$ cat config.mk
export PLATFORM = sky130hd
export DESIGN_NAME = pong_collision_engine
export DESIGN_NICKNAME = d
export VERILOG_FILES = /design/src/rtl/pong_collision_engine_pkg.sv /design/src/rtl/pong_hit_detector.sv /design/src/rtl/pong_collision_engine.sv
export SDC_FILE = /design/constraint.sdc
export NUM_CORES = 1
export LEC_CHECK = 0
export ABC_AREA = 1
export CAP_MARGIN = 20
export CORE_ASPECT_RATIO = 1.5
export CORE_UTILIZATION = 40
export DETAILED_ROUTE_END_ITERATION = 12
export DONT_BUFFER_PORTS = 1
export GPL_TIMING_DRIVEN = 1
export SLEW_MARGIN = 25
export SYNTH_ARGS = -nofsm -noshare
export SYNTH_HDL_FRONTEND = slang
export SYNTH_SLANG_ARGS = --single-unit
$ cat constraint.sdc
create_clock -name Clk_100MHz -period 1.6 [get_ports Clk_100MHz]
set_input_delay 0.08 -clock Clk_100MHz [delete_from_list [all_inputs] [get_ports Clk_100MHz]]
set_output_delay 0.08 -clock Clk_100MHz [all_outputs]
set_load 0.02 [all_outputs]
$ cat src/rtl/pong_collision_engine_pkg.sv
// Shared codes, bit indices and FSM states
// for the pong collision engine.
package pong_collision_engine_pkg;

  localparam logic [2:0] COL_NONE   = 3'd0;
  localparam logic [2:0] COL_TOP    = 3'd1;
  localparam logic [2:0] COL_BOTTOM = 3'd2;
  localparam logic [2:0] COL_PAD_L  = 3'd3;
  localparam logic [2:0] COL_PAD_R  = 3'd4;
  localparam logic [2:0] COL_MISS_L = 3'd5;
  localparam logic [2:0] COL_MISS_R = 3'd6;

  localparam int FLAG_TOP    = 0;
  localparam int FLAG_BOTTOM = 1;
  localparam int FLAG_PAD    = 2;
  localparam int FLAG_MISS   = 3;

  localparam int WALL_TOP    = 0;
  localparam int WALL_BOTTOM = 1;
  localparam int WALL_LEFT   = 2;
  localparam int WALL_RIGHT  = 3;

  localparam int SRC_TOP    = 0;
  localparam int SRC_BOTTOM = 1;
  localparam int SRC_PAD_L  = 2;
  localparam int SRC_PAD_R  = 3;

  typedef enum logic [2:0] {
    ST_IDLE,
    ST_PLAY,
    ST_EVAL,
    ST_MISS,
    ST_OVER
  } state_t;

endpackage

$ cat src/rtl/pong_hit_detector.sv
// Pure comparison logic: ball box against one
// paddle box, or against the four screen edges.
import pong_collision_engine_pkg::*;

module pong_hit_detector #(
  parameter int SCREEN_W = 640,
  parameter int SCREEN_H = 480,
  parameter int BALL_SZ  = 8,
  parameter int OBJ_X    = 16,
  parameter int OBJ_W    = 8,
  parameter int OBJ_H    = 64,
  parameter bit WALLS    = 1'b0
) (
  input  logic [9:0] ball_x,
  input  logic [9:0] ball_y,
  input  logic [9:0] obj_y,
  output logic [3:0] hit
);

  logic [10:0] bx_lo;
  logic [10:0] by_lo;
  logic [10:0] bx_hi;
  logic [10:0] by_hi;
  logic [10:0] oy_lo;
  logic [10:0] oy_hi;

  // Edge or box-overlap tests, sums kept in 11 bits
  always_comb begin
    bx_lo = {1'b0, ball_x};
    by_lo = {1'b0, ball_y};
    bx_hi = bx_lo + 11'(BALL_SZ);
    by_hi = by_lo + 11'(BALL_SZ);
    oy_lo = {1'b0, obj_y};
    oy_hi = oy_lo + 11'(OBJ_H);
    hit   = '0;
    if (WALLS) begin
      hit[WALL_TOP]    = (ball_y == 10'd0);
      hit[WALL_BOTTOM] = (by_hi >= 11'(SCREEN_H));
      hit[WALL_LEFT]   = (ball_x == 10'd0);
      hit[WALL_RIGHT]  = (bx_hi >= 11'(SCREEN_W));
    end else begin
      hit[0] = (bx_lo < 11'(OBJ_X + OBJ_W)) &&
               (bx_hi > 11'(OBJ_X)) &&
               (by_hi > oy_lo) &&
               (by_lo < oy_hi);
    end
  end

endmodule

$ cat src/rtl/pong_collision_engine.sv
// Per-frame collision, lives and speed engine
// for PONG with one or two paddles.
import pong_collision_engine_pkg::*;

module pong_collision_engine #(
  parameter int SCREEN_W      = 640,
  parameter int SCREEN_H      = 480,
  parameter int BALL_SZ       = 8,
  parameter int PAD_W         = 8,
  parameter int PAD_H         = 64,
  parameter int PAD_X0        = 16,
  parameter int N_PADDLES     = 1,
  parameter int LIVES         = 3,
  parameter int SPD_MIN       = 2,
  parameter int SPD_MAX       = 8,
  parameter int HITS_PER_STEP = 4
) (
  input  logic                     Clk_100MHz,
  input  logic                     Reset,
  input  logic                     FrameTick,
  input  logic                     GameEnable,
  input  logic                     LivesCountReset,
  input  logic                     Sw2,
  input  logic [10*N_PADDLES-1:0]  paddlePosY,
  input  logic [9:0]               ballPosX,
  input  logic [9:0]               ballPosY,
  output logic [2:0]               ColOut,
  output logic [3:0]               ColFlags,
  output logic                     ColValid,
  output logic [9:0]               ballSpeed,
  output logic [3*N_PADDLES-1:0]   LivesCount,
  output logic                     ballPosReset,
  output logic                     GameOver
);

  localparam int PAD_R_X = SCREEN_W - PAD_X0 - PAD_W;
  localparam bit TWO     = (N_PADDLES == 2);

  state_t state;
  state_t state_nx;

  logic [3:0] wall_hit;
  logic [3:0] pad_l_vec;
  logic       pad_l;
  logic       pad_r;
  logic       miss_l;
  logic       miss_r;
  logic       miss;
  logic       pad_hit;
  logic       eval_go;
  logic       dead;
  logic [3:0] now;
  logic [3:0] fresh;
  logic [3:0] contact;
  logic [3:0] flags;
  logic [2:0] code;
  logic [7:0] hit_cnt;

  logic [N_PADDLES-1:0][2:0] lives;
  logic [N_PADDLES-1:0][2:0] lives_nx;

  pong_hit_detector #(
    .SCREEN_W (SCREEN_W),
    .SCREEN_H (SCREEN_H),
    .BALL_SZ  (BALL_SZ),
    .OBJ_X    (0),
    .OBJ_W    (0),
    .OBJ_H    (0),
    .WALLS    (1'b1)
  ) u_walls (
    .ball_x (ballPosX),
    .ball_y (ballPosY),
    .obj_y  (10'd0),
    .hit    (wall_hit)
  );

  pong_hit_detector #(
    .SCREEN_W (SCREEN_W),
    .SCREEN_H (SCREEN_H),
    .BALL_SZ  (BALL_SZ),
    .OBJ_X    (PAD_X0),
    .OBJ_W    (PAD_W),
    .OBJ_H    (PAD_H),
    .WALLS    (1'b0)
  ) u_pad_l (
    .ball_x (ballPosX),
    .ball_y (ballPosY),
    .obj_y  (paddlePosY[9:0]),
    .hit    (pad_l_vec)
  );

  assign pad_l  = |pad_l_vec;
  // A paddle covering the goal line saves the ball
  assign miss_l = wall_hit[WALL_LEFT] & ~pad_l;

  if (TWO) begin : g_two
    logic [3:0] pad_r_vec;
    pong_hit_detector #(
      .SCREEN_W (SCREEN_W),
      .SCREEN_H (SCREEN_H),
      .BALL_SZ  (BALL_SZ),
      .OBJ_X    (PAD_R_X),
      .OBJ_W    (PAD_W),
      .OBJ_H    (PAD_H),
      .WALLS    (1'b0)
    ) u_pad_r (
      .ball_x (ballPosX),
      .ball_y (ballPosY),
      .obj_y  (paddlePosY[10*N_PADDLES-1:10]),
      .hit    (pad_r_vec)
    );
    assign pad_r  = |pad_r_vec;
    assign miss_r = wall_hit[WALL_RIGHT] & ~pad_r;
  end else begin : g_one
    assign pad_r  = wall_hit[WALL_RIGHT];
    assign miss_r = 1'b0;
  end

  // Contact sources, first-frame filtering and code priority
  always_comb begin
    now = '0;
    now[SRC_TOP]    = wall_hit[WALL_TOP];
    now[SRC_BOTTOM] = wall_hit[WALL_BOTTOM];
    now[SRC_PAD_L]  = pad_l;
    now[SRC_PAD_R]  = pad_r;
    fresh = now & ~contact;
    miss  = miss_l | miss_r;
    pad_hit = fresh[SRC_PAD_L] |
              (TWO & fresh[SRC_PAD_R]);
    flags = '0;
    flags[FLAG_MISS]   = miss;
    flags[FLAG_PAD]    = fresh[SRC_PAD_L] |
                         fresh[SRC_PAD_R];
    flags[FLAG_BOTTOM] = fresh[SRC_BOTTOM];
    flags[FLAG_TOP]    = fresh[SRC_TOP];
    code = COL_NONE;
    priority case (1'b1)
      miss_l:            code = COL_MISS_L;
      miss_r:            code = COL_MISS_R;
      fresh[SRC_PAD_L]:  code = COL_PAD_L;
      fresh[SRC_PAD_R]:  code = COL_PAD_R;
      fresh[SRC_BOTTOM]: code = COL_BOTTOM;
      fresh[SRC_TOP]:    code = COL_TOP;
      default:           code = COL_NONE;
    endcase
  end

  // Lives after a miss, and whether any player is out
  always_comb begin
    lives_nx = lives;
    dead     = 1'b0;
    if (miss_l && lives[0] != 3'd0)
      lives_nx[0] = lives[0] - 3'd1;
    if (miss_r && lives[N_PADDLES-1] != 3'd0)
      lives_nx[N_PADDLES-1] =
        lives[N_PADDLES-1] - 3'd1;
    for (int i = 0; i < N_PADDLES; i++)
      if (lives[i] == 3'd0) dead = 1'b1;
  end

  assign eval_go = (state == ST_PLAY) && FrameTick &&
                   GameEnable && !LivesCountReset;

  // State register
  always_ff @(posedge Clk_100MHz or posedge Reset) begin
    if (Reset) state <= ST_IDLE;
    else       state <= state_nx;
  end

  // Next-state logic
  always_comb begin
    state_nx = state;
    if (LivesCountReset) begin
      state_nx = ST_IDLE;
    end else if (!GameEnable && state != ST_OVER) begin
      state_nx = ST_IDLE;
    end else begin
      unique case (state)
        ST_IDLE: state_nx = ST_PLAY;
        ST_PLAY: if (FrameTick) state_nx = ST_EVAL;
        ST_EVAL: begin
          if (!ColFlags[FLAG_MISS]) state_nx = ST_PLAY;
          else if (dead)            state_nx = ST_OVER;
          else                      state_nx = ST_MISS;
        end
        ST_MISS: if (FrameTick) state_nx = ST_PLAY;
        ST_OVER: state_nx = ST_OVER;
        default: state_nx = ST_IDLE;
      endcase
    end
  end

  // Registered results, lives, speed ramp and pulses
  always_ff @(posedge Clk_100MHz or posedge Reset) begin
    if (Reset) begin
      ColOut       <= COL_NONE;
      ColFlags     <= '0;
      ColValid     <= 1'b0;
      ballSpeed    <= 10'(SPD_MIN);
      lives        <= {N_PADDLES{3'(LIVES)}};
      ballPosReset <= 1'b0;
      GameOver     <= 1'b0;
      hit_cnt      <= '0;
      contact      <= '0;
    end else begin
      ColValid     <= 1'b0;
      ballPosReset <= 1'b0;
      if (LivesCountReset) begin
        lives     <= {N_PADDLES{3'(LIVES)}};
        ballSpeed <= 10'(SPD_MIN);
        hit_cnt   <= '0;
        contact   <= '0;
        GameOver  <= 1'b0;
      end else begin
        if (!Sw2) begin
          ballSpeed <= 10'(SPD_MIN);
          hit_cnt   <= '0;
        end
        if (eval_go) begin
          ColOut   <= code;
          ColFlags <= flags;
          ColValid <= 1'b1;
          contact  <= now;
          if (miss) begin
            lives     <= lives_nx;
            ballSpeed <= 10'(SPD_MIN);
            hit_cnt   <= '0;
          end else if (Sw2 && pad_hit) begin
            if (hit_cnt == 8'(HITS_PER_STEP - 1)) begin
              hit_cnt <= '0;
              if (ballSpeed < 10'(SPD_MAX))
                ballSpeed <= ballSpeed + 10'd1;
            end else begin
              hit_cnt <= hit_cnt + 8'd1;
            end
          end
        end
        if (state == ST_EVAL && state_nx == ST_MISS)
          ballPosReset <= 1'b1;
        if (state == ST_EVAL && state_nx == ST_OVER)
          GameOver <= 1'b1;
      end
    end
  end

  assign LivesCount = lives;

endmodule
==> flow_metrics.tcl, run 1 <==
set metrics [dict create \
    run_status "complete, but fails checks" \
    violations "hold timing, setup timing" \
    final_util_pct 52.5 \
    fin_hold_ws_ps -12.8 \
    setup_violations 26 \
    fin_crit_sh_pct 110 \
    holdCritStartpoint "Sw2" \
    numCtsBuffers 5 \
    crit_path_start_kind "input pin" \
    setup_slack_ps -161 \
    seq_area_frac_synth_pct 31.8 \
    drive_above_1_share_pct 24.5 \
    ys.warnings.count 0 \
    ys_ff_latch 38 \
    final_nets 532 \
    r2r-end "ballSpeed[2]" \
    grt_antenna_before_repair 0 \
    cp_data_arrival_time_ps 1940 \
    ys_types 38 \
    ctsHtreeMaxLevel 2 \
    first_iter_violations 135 \
    r2r_slack_ps -90 \
    die_w_um 72.8 \
    vdd.ir_drop.worst_uv 364 \
    reg2reg_depth 8 \
    crit_fanout 8 \
    start_util_pct 41.3 \
    grt-ovfl-total 0 \
    hold_viol 1 \
    p_per_area_mw_per_mm2 565 \
    hp-class "input pin to flip-flop" \
    p_leak_nw 1.93 \
    p_comb_share_pct 19.6 \
    nFillCells 729 \
    p_total_mw 2.16 \
    crit_path_end_kind "flip-flop" \
    grt_pass1_wl_um 12900 \
    fp.dieH_um 108 \
    syn_nets 482 \
    io_buffers 0 \
    skew_ps 9.25 \
    p_int_mw 1.47 \
    multi_input_area_mm2 0.00193 \
    io_pins 59 \
    synth_edf_count 0 \
    cts_tree "built" \
    netlist_area_mm2 0.00301 \
    core_mm2 0.00727 \
    seq_power_share_pct 49.4 \
    final_cell_mix "nand2_1 (89), inv_1 (66), nand3_1 (42), buf_4 (42)" \
    synthesis.instances 422 \
    power.share.clock_pct 31.0 \
    setup_tns_ps -3000 \
    worst_pin_slew_ps 854 \
    rows 38 \
    n_antenna_cell 0 \
    cts_root_buffer "clkbuf_8" \
    postSynthAreaPerCell_um2 7.12 \
    cap_viol_max_count 0 \
    hold_path_depth 3 \
    cts.sinks 38 \
    cp.required_ps 1780 \
    first_pass_iters 6 \
    synthFlopType "dfrtp_1" \
    grt_max_degree 39 \
    dpl.hpwl_um 5630 \
    gp_congestion 0.838 \
    async_flop_share_pct 100 \
    ant_nets 0 \
    dieArea_mm2 0.00787 \
    fin_crit_ps 1760 \
    grt_setup_unrepaired "true" \
    post-place-ws_ps -584 \
    switching_share_pct 31.8 \
    wire_per_inst_um 13.6 \
    track_usage_pct 20.6 \
    grt_pass1_vias 2954 \
    clk_latency_ps 300 \
    final_common_cell "nand2_1" \
    fmax_mhz 568 \
    vias 2909 \
    max_slew_margin_pct 42.9 \
    p_switching_mw 0.686 \
    viasPerCell 5.08 \
    hold_end "hit_cnt[2]" \
    clkTransAtPathRegs_ps 90 \
    wl_um 7770 \
    area_delta_synth_final_pct 27.1 \
    seqCellArea_um2 955 \
    slew_viol_final 0 \
    clock_path_buffers 2 \
    drc 0 \
    r2r-start "hit_cnt[0]" \
    crit_type "input pin to flip-flop" \
]
==> worst max-delay path by stage <==
stage	start	endpoint	slack, ps	cells past startpoint
floorplan	ballPosY[3]	hit_cnt[2]	-330	21
global placement	ballPosY[3]	hit_cnt[4]	-500	19
detailed placement	ballPosY[3]	hit_cnt[7]	-580	19
CTS	ballPosY[3]	ballSpeed[1]	-180	20
global route	ballPosY[3]	ballSpeed[1]	-350	17
finish	ballPosY[3]	ballSpeed[4]	-160	20
==> final cells by class <==
| class | count | area share (%) |
|---|---|---|
| Multi-Input combinational cell | 303 | 50.6 |
| Timing Repair Buffer | 51 | 11.3 |
| Clock inverter | 2 | 0.262 |
| Timing Repair inverter | 1 | 0.229 |
| Sequential cell | 38 | 25.0 |
| Inverter | 72 | 7.47 |
| Clock buffer | 6 | 1.90 |
| Tap cell | 100 | 3.27 |
==> cell usage after synthesis (all sizes together), types with 2 or more instances <==
master,count,area share (%)
a211oi,3,0.75
a21o,4,1.0
a21oi,20,3.5
a22o,2,0.58
buf,7,1.9
clkinv,2,0.25
dfrtp,35,29
dfstp,3,2.6
ha,24,10
inv,70,8.8
nand2,99,13
nand3,56,10
nand3b,3,0.75
nand4,6,1.2
nor2,43,6.0
nor3,4,0.67
nor4,4,0.83
o21ai,17,3.0
o22ai,2,0.42
o31ai,2,0.50
xnor2,3,0.87
xor2,8,2.3
==> logic make-up (layout without fill, tap and decap cells) <==
| logic type | count (synthesis) | in the layout | share of synthesized area [%] |
|---|---|---|---|
| simple gates | 216 | 216 | 33.4 |
| buf+inv | 81 | 132 | 11.5 |
| compound gates | 52 | 52 | 10.1 |
| flops | 38 | 38 | 31.8 |
| fa+ha+maj | 24 | 24 | 9.99 |
| xor+xnor | 11 | 11 | 3.21 |
==> sequential cells by signal (all words and copies together), names as in the netlist <==
signal	count
ballSpeed	10
GameOver	1
hit_cnt	8
LivesCount	3
state	3
ColFlags	4
ColValid	1
ColOut	3
ballPosReset	1
contact	4
==> power groups by stage <==
stage | registers, mW | clock network [mW] | logic [mW]
2_1_floorplan | 1.07 | 0 | 0.282
3_3_place_gp | 1.09 | 0 | 0.344
3_5_place_dp | 1.09 | 0 | 0.352
4_1_cts | 1.07 | 0.677 | 0.385
5_1_grt | 1.07 | 0.711 | 0.482
6_report | 1.07 | 0.670 | 0.423
==> repair_timing <==
action                     in CTS  in global routing
gates cloned                    1                  0
hold endpoints to repair       56                  0
setup buffers                   5                  3
hold buffers                    3                  0
gates resized for setup        34                 20
pin swaps                       9                 13
setup endpoints to repair      27                 27
==> worst max-delay path, cell delays in order <==
cell	delay [ps]
ha_4	140
nand3_4	80
nor2_2	30
nand2_1	60
xor2_1	140
inv_1	90
ha_4	290
nand2_1	50
inv_1	40
nand2_1	50
nor2_1	120
nand3_2	80
nand2_2	80
nor2_4	40
nand3_4	110
nand2_4	90
nand2_8	120
inv_8	60
o21ai_4	130
nor2_1	60
==> through the flow <==
step                      cells  area, um2  hold slack (ps)
after floorplan             422       3060              270
after global placement      554       3430              124
after detailed placement    554       3430              130
after CTS                   571       3710            0.303
after global routing        573       3820             3.75
final                       573       3820            -12.8
==> layer usage <==
metal,vias to the layer above,part of all wire (%),track usage [%]
met5,-,0,0
met4,0,1.2,5.74
met3,10,3.8,3.91
met2,60,54,40.0
met1,1380,41,22.1
li1,1459,-,-
No activity file was read; power rests on OpenSTA's default activity.
==> run 2, diff against run 1 <==
- ABC_AREA: 1 -> unset
- RECOVER_POWER: unset -> 25
==> run 2 against run 1 <==
Compared with the run above: the run still ends with hold timing, setup timing left; worst hold slack better by 12 ps; sequential share of layout area is 3.0 points higher; count of clock-buffer cells in the layout stayed put; worst setup slack worse by 280 ps; combinational power is 5.7% lower; first-iteration DRC count is 27% lower; area after synthesis is 14% lower; utilization is 2.7 points higher; synthesized cell count is 32% lower; cell area is 11% lower; clock power is 3% higher; largest cell class unchanged.
==> flow_metrics.tcl, run 2 <==
set metrics [dict create \
    largest_reg_flops 10 \
    ys_types 58 \
    grt_pass1_wl_um 10500 \
    ys_ff_latch 38 \
    grt_setup_unrepaired "true" \
    netlist_area_mm2 0.00259 \
    r2r-start "state[2]" \
    ys_top_cells_by_count "dfrtp_1 (35), ha_1 (24), inv_1 (24), nand2_1 (22), nor2_1 (21)" \
    cap_viol_max_count 0 \
    fin_hold_ws_ps -0.626 \
    wl_um 6280 \
    rows 35 \
    numCtsBuffers 5 \
    hp-class "input pin to flip-flop" \
    start_util_pct 41.9 \
    fp.dieH_um 101 \
    final_nets 411 \
    ctsHtreeMaxLevel 2 \
    crit_type "input pin to flip-flop" \
    hold_viol 1 \
    violations "hold timing, setup timing" \
    met3_usage_pct 3.62 \
    area_delta_synth_final_pct 31.9 \
    r2r-end "hit_cnt[6]" \
    ant_nets 0 \
    yosys.area.top_type "dfrtp_1" \
    cpMaxStageDelayCell "ha_1" \
    postSynthAreaPerCell_um2 8.95 \
    dp.cells 408 \
    first_pass_iters 4 \
    final_cell_mix "buf_4 (48), dfrtp_1 (35), inv_1 (23)" \
    skew_ps 8.77 \
    first_iter_violations 98 \
    async_flop_share_pct 100 \
    vias 2305 \
    die_w_um 67.7 \
    drive_above_1_share_pct 30.1 \
    holdCritStartpoint "FrameTick" \
    crit_chain "ha_4 > nand3_4 > nor2_4 > xor2_1 > ha_1 > nand3_2 > a211oi_2 > a2111o_1 > nand4_1 > nor2_4 > o21ai_4 > a211o_1" \
    crit_path_end_kind "flip-flop" \
    reg2reg_depth 9 \
    cts_tree "built" \
    synth_edf_count 0 \
    crit_path_start_kind "input pin" \
    cp_data_arrival_time_ps 2210 \
    slew_viol_final 0 \
    dieArea_mm2 0.00680 \
    clock_path_buffers 2 \
    synth.area.top_cells "dfrtp_1 (34%), ha_1 (12%), a21oi_1 (3.5%)" \
    cts_root_buffer "clkbuf_8" \
    crit_top_cell "nor2_4" \
    io_buffers 0 \
    cts.sinks 38 \
    p_leak_nw 1.61 \
    p_per_area_mw_per_mm2 629 \
    ys.warnings.count 0 \
    clkTransAtPathRegs_ps 80 \
    fin_crit_sh_pct 128 \
    synth_top_area_share_pct 33.8 \
    vdd.ir_drop.worst_uv 325 \
    synthesis.instances 289 \
    clk_latency_ps 290 \
    synthFlopType "dfrtp_1" \
    wire_per_inst_um 14.7 \
    n_antenna_cell 0 \
    core_mm2 0.00617 \
    met2_usage_pct 38.5 \
    grt-busiest-layer "met2" \
    run_status "complete, but fails checks" \
    cp.required_ps 1770 \
    max_slew_margin_pct 36.9 \
    largest-register "ballSpeed" \
    drc 0 \
    grt_max_degree 39 \
    fin_cells 426 \
    grt_antenna_before_repair 0 \
    syn_nets 349 \
    seq_area_frac_synth_pct 36.9 \
    critPathMaxStageDelay_ps 340 \
    yosysMostFrequentCell "dfrtp_1" \
    setup_violations 27 \
    dpl.hpwl_um 5080 \
    track_usage_pct 20.2 \
    viasPerCell 5.41 \
    reg_top3 "ballSpeed (10), hit_cnt (8)" \
    crit_fanout 6 \
    worst_pin_slew_ps 947 \
    final_common_cell "buf_4" \
    hold_path_depth 3 \
    fin_crit_ps 2040 \
    use_met1_pct 21.3 \
    grt_pass1_vias 2345 \
    hold_end "state[1]" \
    r2r_slack_ps -290 \
    setup_slack_ps -444 \
    grt-ovfl-total 0 \
    fmax_mhz 489 \
    io_pins 59 \
    p_total_mw 2.14 \
    gp_congestion 0.858 \
]
-- run 2: changes by cell type in the layout (fill, tap and decap cells not counted), moves of 10 or more --
cell / before / now
nand2_1: 89 / 20
inv_1: 66 / 23
nand3_1: 42 / 11
nor2_1: 35 / 18
nand2b_1: 0 / 10
-- run 2: kinds of logic (layout without fill, tap and decap cells) --
family                     count (synthesis)  count (layout)  synth area share [%]
adders and majority gates                 24              24                  11.6
AOI/OAI and AO/OA                         60              60                  16.1
buffers and inverters                     29              92                  4.59
muxes                                      4               4                  1.55
and+or+nand+nor                          126             126                  26.5
DFF                                       38              38                  36.9
xor gates and xnor gates                   8               8                  2.71
-- run 2: per-layer routing --
metal | part of all wire, % | routed length, um
met1 | 38 | 2370
met5 | 0 | 0
met3 | 2.8 | 176
met2 | 58 | 3630
met4 | 1.7 | 104
-- run 2: worst max-delay path: cells and delay by family --
family | cells | cell delay [ps]
compound gates | 4 | 760
simple gates | 5 | 730
xor+xnor | 1 | 140
fa+ha+maj | 2 | 500
-- run 2: worst max-delay path by stage --
stage	start	to	slack, ps	cells after the start
global route	ballPosY[4]	hit_cnt[7]	-540	12
finish	ballPosY[4]	hit_cnt[7]	-440	12
detailed placement	ballPosY[4]	ballSpeed[6]	-810	11
CTS	ballPosY[4]	hit_cnt[7]	-410	12
floorplan	ballPosY[4]	hit_cnt[7]	-650	11
global placement	ballPosY[4]	LivesCount[0]	-730	12
-- run 2: per-stage QoR --
stage / hold WS, ps / TNS, ps / utilization, % / setup WS, ps / area [um2]
6_report: -0.626 / -9140 / 55.3 / -444 / 3410
3_5_place_dp: 116 / -19100 / 49.9 / -806 / 3080
3_3_place_gp: 111 / -17390 / 49.9 / -731 / 3080
2_1_floorplan: 254 / -14220 / - / -649 / 2650
5_1_grt: 6.73 / -11590 / 55.3 / -540 / 3410
4_1_cts: 1.16 / -8190 / 54.3 / -414 / 3350
-- run 2: cell type report --
cell class              instances  area, um2
clock buffers                   6       82.6
clock inverters                 2       12.5
fillers                       567       2760
inverters                      25       95.1
multi-input cells             222       1700
flip-flops and latches         38        955
well taps                      74       92.6
repair buffers                 59        475
-- run 2: timing repair --
item | 4_1_cts | 5_1_grt
hold endpoints to repair | 46 | 0
resized for setup | 26 | 14
setup endpoints to repair | 27 | 29
hold buffers | 2 | 0
buffers inserted | 7 | 1
pin swaps | 25 | 15
-- run 2: power by group --
part	internal (mW)	switching [mW]	total [mW]
Sequential	0.994	0.0631	1.06
Combinational	0.187	0.212	0.399
Clock	0.347	0.342	0.688
